<file path="src/rtl/wb_decoder_pkg.sv">
// Shared definitions for the Wishbone slave decoder: bus widths, the latched
// request payload, FSM state encoding and a saturating error-count helper.
package wb_decoder_pkg;

  localparam int unsigned WB_AW  = 32;
  localparam int unsigned WB_DW  = 32;
  localparam int unsigned WB_SW  = WB_DW / 8;
  localparam int unsigned ERR_CW = 16;

  // Request captured from the bridge and replayed to the selected slave
  typedef struct packed {
    logic             we;
    logic [WB_SW-1:0] sel;
    logic [WB_AW-1:0] adr;
    logic [WB_DW-1:0] dat;
  } wb_req_t;

  typedef enum logic [1:0] {
    ST_IDLE = 2'd0,
    ST_WAIT = 2'd1,
    ST_MISS = 2'd2,
    ST_RESP = 2'd3
  } state_t;

  // Increment that sticks at all-ones
  function automatic logic [ERR_CW-1:0] sat_inc(input logic [ERR_CW-1:0] v);
    return (v == '1) ? v : v + ERR_CW'(1);
  endfunction

endpackage

</file>
<file path="src/rtl/wb_addr_match.sv">
// Combinational address decoder: compares adr against every (mask, base)
// slot and reports whether any matched and the lowest matching index.
//   adr : byte address to decode
//   hit : at least one slot matched
//   idx : lowest matching slot (0 when no hit)
module wb_addr_match
  import wb_decoder_pkg::*;
#(
  parameter int unsigned                   NUM_SLAVES = 4,
  parameter int unsigned                   IW         = 2,
  parameter logic [WB_AW*NUM_SLAVES-1:0]   SLAVE_BASE = '0,
  parameter logic [WB_AW*NUM_SLAVES-1:0]   SLAVE_MASK = '0
) (
  input  logic [WB_AW-1:0] adr,
  output logic             hit,
  output logic [IW-1:0]    idx
);

  // Scan downward so the lowest matching slot is the last one assigned
  always_comb begin
    hit = 1'b0;
    idx = '0;
    for (int k = int'(NUM_SLAVES) - 1; k >= 0; k--) begin
      if ((adr & SLAVE_MASK[WB_AW*k +: WB_AW]) == SLAVE_BASE[WB_AW*k +: WB_AW]) begin
        hit = 1'b1;
        idx = IW'(k);
      end
    end
  end

endmodule

</file>
<file path="src/rtl/wb_slave_decoder.sv">
// Routes the EPB bridge's single-pulse Wishbone request to one of NUM_SLAVES
// slaves by address, holds the slave strobe until ack/err or timeout, and
// returns a one-cycle ack/err with registered read data.
//   wb_clk_i, wb_rst_n            : clock, async active-low reset
//   m_cyc_i/m_stb_i/m_we_i/m_sel_i/m_adr_i/m_dat_i : bridge request (1-cycle pulse)
//   m_dat_o/m_ack_o/m_err_o       : response to the bridge
//   s_cyc_o/s_stb_o               : per-slave one-hot strobe
//   s_we_o/s_sel_o/s_adr_o/s_dat_o: latched request, shared by all slaves
//   s_dat_i/s_ack_i/s_err_i       : slave responses
//   err_count_o                   : saturating count of m_err_o pulses
module wb_slave_decoder
  import wb_decoder_pkg::*;
#(
  parameter int unsigned                 NUM_SLAVES = 4,
  parameter logic [WB_AW*NUM_SLAVES-1:0] SLAVE_BASE = {32'h0003_0000, 32'h0002_0000,
                                                       32'h0001_0000, 32'h0000_0000},
  parameter logic [WB_AW*NUM_SLAVES-1:0] SLAVE_MASK = {4{32'hFFFF_0000}},
  parameter int unsigned                 TIMEOUT    = 1024
) (
  input  logic                        wb_clk_i,
  input  logic                        wb_rst_n,
  input  logic                        m_cyc_i,
  input  logic                        m_stb_i,
  input  logic                        m_we_i,
  input  logic [WB_SW-1:0]            m_sel_i,
  input  logic [WB_AW-1:0]            m_adr_i,
  input  logic [WB_DW-1:0]            m_dat_i,
  output logic [WB_DW-1:0]            m_dat_o,
  output logic                        m_ack_o,
  output logic                        m_err_o,
  output logic [NUM_SLAVES-1:0]       s_cyc_o,
  output logic [NUM_SLAVES-1:0]       s_stb_o,
  output logic                        s_we_o,
  output logic [WB_SW-1:0]            s_sel_o,
  output logic [WB_AW-1:0]            s_adr_o,
  output logic [WB_DW-1:0]            s_dat_o,
  input  logic [WB_DW*NUM_SLAVES-1:0] s_dat_i,
  input  logic [NUM_SLAVES-1:0]       s_ack_i,
  input  logic [NUM_SLAVES-1:0]       s_err_i,
  output logic [ERR_CW-1:0]           err_count_o
);

  localparam int unsigned IW = (NUM_SLAVES > 1) ? $clog2(NUM_SLAVES) : 1;
  localparam int unsigned TW = $clog2(TIMEOUT);

  state_t          state;
  wb_req_t         req_q;
  logic [IW-1:0]   idx_q;
  logic [TW-1:0]   timer;
  logic            hit;
  logic [IW-1:0]   hit_idx;
  logic            sel_ack_c;
  logic            sel_err_c;
  logic [WB_DW-1:0] sel_dat_c;

  wb_addr_match #(
    .NUM_SLAVES (NUM_SLAVES),
    .IW         (IW),
    .SLAVE_BASE (SLAVE_BASE),
    .SLAVE_MASK (SLAVE_MASK)
  ) u_match (
    .adr (m_adr_i),
    .hit (hit),
    .idx (hit_idx)
  );

  // Only the latched slave's response is observed; others are ignored
  assign sel_ack_c = s_ack_i[idx_q];
  assign sel_err_c = s_err_i[idx_q];
  assign sel_dat_c = s_dat_i[WB_DW*idx_q +: WB_DW];

  assign s_stb_o = s_cyc_o;
  assign s_we_o  = req_q.we;
  assign s_sel_o = req_q.sel;
  assign s_adr_o = req_q.adr;
  assign s_dat_o = req_q.dat;

  // Request FSM with registered strobe, response and error count
  always_ff @(posedge wb_clk_i or negedge wb_rst_n) begin
    if (!wb_rst_n) begin
      state       <= ST_IDLE;
      req_q       <= '0;
      idx_q       <= '0;
      timer       <= '0;
      s_cyc_o     <= '0;
      m_ack_o     <= 1'b0;
      m_err_o     <= 1'b0;
      m_dat_o     <= '0;
      err_count_o <= '0;
    end else begin
      m_ack_o <= 1'b0;
      m_err_o <= 1'b0;
      case (state)
        ST_IDLE: begin
          if (m_cyc_i && m_stb_i) begin
            req_q <= '{we: m_we_i, sel: m_sel_i, adr: m_adr_i, dat: m_dat_i};
            timer <= '0;
            if (hit) begin
              state   <= ST_WAIT;
              idx_q   <= hit_idx;
              s_cyc_o <= NUM_SLAVES'(1) << hit_idx;
            end else begin
              // Decode miss answers immediately; MISS just pads the cycle
              state       <= ST_MISS;
              m_err_o     <= 1'b1;
              m_dat_o     <= '0;
              err_count_o <= sat_inc(err_count_o);
            end
          end
        end
        ST_WAIT: begin
          if (sel_err_c) begin
            state       <= ST_RESP;
            s_cyc_o     <= '0;
            m_err_o     <= 1'b1;
            m_dat_o     <= sel_dat_c;
            err_count_o <= sat_inc(err_count_o);
          end else if (sel_ack_c) begin
            state   <= ST_RESP;
            s_cyc_o <= '0;
            m_ack_o <= 1'b1;
            m_dat_o <= sel_dat_c;
          end else if (timer == TW'(TIMEOUT - 1)) begin
            state       <= ST_RESP;
            s_cyc_o     <= '0;
            m_err_o     <= 1'b1;
            err_count_o <= sat_inc(err_count_o);
          end else begin
            timer <= timer + TW'(1);
          end
        end
        ST_MISS: state <= ST_RESP;
        ST_RESP: state <= ST_IDLE;
        default: state <= ST_IDLE;
      endcase
    end
  end

endmodule

</file>
<file path="config.mk">
export PLATFORM = sky130hd
export DESIGN_NAME = wb_slave_decoder
export DESIGN_NICKNAME = d
export VERILOG_FILES = /design/src/rtl/wb_decoder_pkg.sv /design/src/rtl/wb_addr_match.sv /design/src/rtl/wb_slave_decoder.sv
export SDC_FILE = /design/constraint.sdc
export NUM_CORES = 1
export LEC_CHECK = 0
export ABC_AREA = 1
export CAP_MARGIN = 30
export CORE_MARGIN = 2
export CORE_UTILIZATION = 42
export DETAILED_ROUTE_END_ITERATION = 7
export GPL_TIMING_DRIVEN = 0
export HOLD_SLACK_MARGIN = 0.08
export PLACE_DENSITY = 0.79
export SETUP_SLACK_MARGIN = 0.2
export SLEW_MARGIN = 0
export SYNTH_ARGS = -nofsm -noshare
export SYNTH_HDL_FRONTEND = slang
export SYNTH_SLANG_ARGS = --single-unit
</file>
<file path="constraint.sdc">
create_clock -name wb_clk_i -period 2.3 [get_ports wb_clk_i]
set_clock_uncertainty 0.15 [all_clocks]
set_input_delay 0.345 -clock wb_clk_i [delete_from_list [all_inputs] [get_ports wb_clk_i]]
set_output_delay 0.345 -clock wb_clk_i [all_outputs]
set_load 0.1 [all_outputs]
</file>
==> impl_metrics.py <==
metrics = {
    "sta": {
        "timing.hold.ws_ns": 0.308,
        "worst_slack_ns": 0.267,
        "grt_setup_unrepaired": "yes",
        "worst_pin_slew_ns": 0.654,
        "maxSlewHeadroom_pct": 56.4,
        "min_period_ns": 2.03,
        "setup_viol": 0,
        "report.final.slew_viol_count": 0,
        "hold_violations": 0,
        "fin_crit_sh_pct": 88.4,
        "fmax_mhz": 492,
    },
    "logic_synthesis": {
        "yosysTopAreaCell": "dfrtp_1",
        "synth_cell_types": 29,
        "synth_area_leaders": "dfrtp_1 47%, nand2_1 20%, o21ai_0 5.7%",
        "synth-seq-cells": 137,
        "synth-edff-count": 0,
        "synthTopCellsByCount": "389 x nand2_1, 137 x dfrtp_1, 102 x nor2_1, 82 x o21ai_0, 33 x o21ai_2",
        "syn_nets": 1164,
        "ys.flop_type": "dfrtp_1",
        "yosysWarnings": 0,
        "ys_async_sr_fraction_pct": 100,
        "synth_seq_area_share_pct": 47.4,
        "netlist_instances": 950,
        "synth_most_common_cell": "nand2_1",
        "synth_top_area_share_pct": 47.4,
        "syn_area_um2": 7230,
        "syn_area_per_cell_um2": 7.61,
    },
    "routing": {
        "wl_per_cell_um": 15.9,
        "drc": 0,
        "vias_per_cell": 5.00,
        "drt_pass1_iterations": 5,
        "ant_nets": 0,
        "drt-total-wl_mm": 24.6,
        "drt_iter0_markers": 522,
        "vias": 7729,
    },
    "placement": {
        "portBuffers": 335,
        "hpwl_mm": 19.0,
        "place_congestion": 0.960,
        "preCtsSetupSlack_ns": -0.229,
    },
    "power_and_ir_drop": {
        "max-vdd-ir-drop_mv": 1.06,
        "sequentialPowerShare_pct": 22.0,
        "sw_frac_of_total_pct": 57.9,
        "power.internal_mw": 7.41,
        "p_sw_mw": 10.2,
        "p_clk_share_pct": 15.9,
        "p_leak_nw": 5.25,
        "power_frac_comb_pct": 62.1,
        "power.density_nw_per_um2": 1500,
    },
    "clock_tree": {
        "clock_latency_ns": 0.42,
        "clk_pin_slew_worst_paths_ns": 0.06,
        "cts_tree": "yes",
        "cts_root_buffer": "clkbuf_16",
        "htreeDepth": 4,
        "cts_buffer_depth": 2,
        "clock_sinks": 137,
        "cts_buffers": 17,
    },
    "floorplan": {
        "core_um2": 16700,
        "num_rows": 47,
        "pin_count": 336,
        "fp.dieH_um": 135,
        "die_w_um": 135,
        "die_area_um2": 18300,
        "start_util_pct": 43.3,
    },
    "worst_setup_path": {
        "cpPeakStageDelay_ns": 0.57,
        "start_kind": "register",
        "reg2reg_from": "idx_q[0]",
        "cp_max_fo": 2,
        "path_cells": "clkdlybuf4s50_1 -> buf_16",
        "worstSetupEndpointType": "output pin",
        "crit_path_top_delay_cell": "clkdlybuf4s50_1",
        "cp.arrival_ns": 1.54,
        "regToRegEndpoint": "m_dat_o[26]",
        "rr_worst_depth": 7,
        "required_ns": 1.80,
        "reg2reg_slack_ns": 0.31,
        "crit_type": "register to output pin",
    },
    "layout": {
        "fill_cells": 1362,
        "syn_to_final_growth_pct": 62.3,
        "nNetsFinal": 1523,
        "drive_gt1_share_pct": 19.8,
    },
    "min_path": {
        "holdCritPathClass": "input pin to register",
        "min_from": "m_dat_i[12]",
        "whs_path_depth": 3,
        "holdPathEnd": "s_dat_o[12]",
    },
    "global_routing": {
        "grt_pass1_vias": 7563,
        "grt_overflow": 0,
        "grt_start_max_net_pins": 71,
        "antenna_found_initial": 5,
        "grt_pass1_wl_mm": 38.4,
        "grt_usage_pct": 26.9,
    },
    "run": {
        "cap_viol_max_count": 0,
    },
    "status": {
        "status": "finished, final reports clean",
    },
}
==> registers in the layout (all words and copies together), names as in the netlist <==
| name | flops |
|---|---|
| s_sel_o | 4 |
| s_we_o | 1 |
| s_cyc_o | 4 |
| s_dat_o | 32 |
| idx_q | 2 |
| timer | 10 |
| s_adr_o | 32 |
| m_dat_o | 32 |
| err_count_o | 16 |
| m_ack_o | 1 |
| m_err_o | 1 |
| state | 2 |
==> cells in the final DEF, fill, tap and decap left out, drive strengths merged <==
cell,netlist,final
o21ai,116,116
nand4,24,24
clkdlybuf4s15,0,118
o22ai,32,32
inv,30,33
bufinv,0,3
xor2,7,7
nor3,1,1
buf,24,27
nor3b,1,1
nand2,393,393
nand3,27,27
diode,0,5
dfrtp,137,137
clkinvlp,0,2
clkinv,1,6
dlygate4sd3,0,1
clkdlybuf4s50,0,208
ha,5,5
xnor2,7,7
nor2,110,110
a21oi,3,3
clkbuf,31,59
o2bb2ai,1,1
==> worst max-delay path by stage <==
stage	start	to	slack, ns	cells after the start
3_3_place_gp	wb_rst_n	err_count_o[0]	-5.32	1
2_1_floorplan	err_count_o[8]	err_count_o[14]	0.20	9
6_report	m_dat_o[7]	m_dat_o[7]	0.27	2
4_1_cts	state[1]	s_dat_o[2]	0.18	9
3_5_place_dp	m_cyc_i	s_dat_o[2]	-0.23	10
5_1_grt	timer[0]	timer[6]	0.18	10
==> final cells by class <==
type                            instances  area [µm²]  area share, %
Tap cell                              220         275           2.34
Multi-Input combinational cell        727        3430           29.2
Sequential cell                       137        3440           29.3
Clock buffer                           18         439           3.74
Buffer                                 55         319           2.72
Inverter                               31         116          0.991
Clock inverter                         13         168           1.43
Timing Repair Buffer                  340        3540           30.2
Antenna cell                            5        12.5          0.107
==> power groups by stage <==
stage / sequential, mW / combinational [mW] / clock, mW
floorplan: 10.2 / 1.87 / 0
global placement: 3.86 / 11.0 / 0
detailed placement: 3.88 / 11.2 / 0
CTS: 3.87 / 10.9 / 2.85
global route: 3.98 / 11.4 / 2.97
finish: 3.87 / 10.9 / 2.79
==> worst max-delay path, delay by kind of cell, from the launching register on <==
kind	cells	cell delay (ns)
buf+inv	2	0.76
flops	1	0.34
==> per-layer routing <==
layer	wire (µm)	GRT usage [%]	vias to the layer above
li1	-	-	3800
met1	9430	30.5	3572
met2	12200	46.1	293
met3	1750	7.71	64
met4	1160	14.2	0
met5	0	0	-
==> repair_timing <==
| item | CTS | global route |
|---|---|---|
| setup endpoints to repair | 215 | 111 |
| hold endpoints to repair | 69 | 0 |
| hold buffers | 1 | 0 |
| pin swaps | 0 | 2 |
| gates resized for setup | 374 | 37 |
| buffers inserted | 0 | 2 |
==> metrics by stage <==
step / setup TNS, ns / instances / total power [mW] / area [µm²] / utilization [%]
floorplan: 0 / 950 / 12.1 / 7240 / -
global placement: -669.03 / 1505 / 14.9 / 10900 / 65.1
detailed placement: -9.22 / 1507 / 15.0 / 10900 / 65.4
CTS: 0 / 1539 / 17.6 / 11700 / 70.1
global route: 0 / 1546 / 18.3 / 11700 / 70.3
finish: 0 / 1546 / 17.6 / 11700 / 70.3
==> cells by family after synthesis <==
family	Yosys count	synth area share (%)
simple gates	556	31.5
compound gates	152	12.8
flops	137	47.4
buf+inv	86	5.69
xor+xnor	14	1.70
fa+ha+maj	5	0.865
Note: power is estimated with default switching activity, not from simulation.
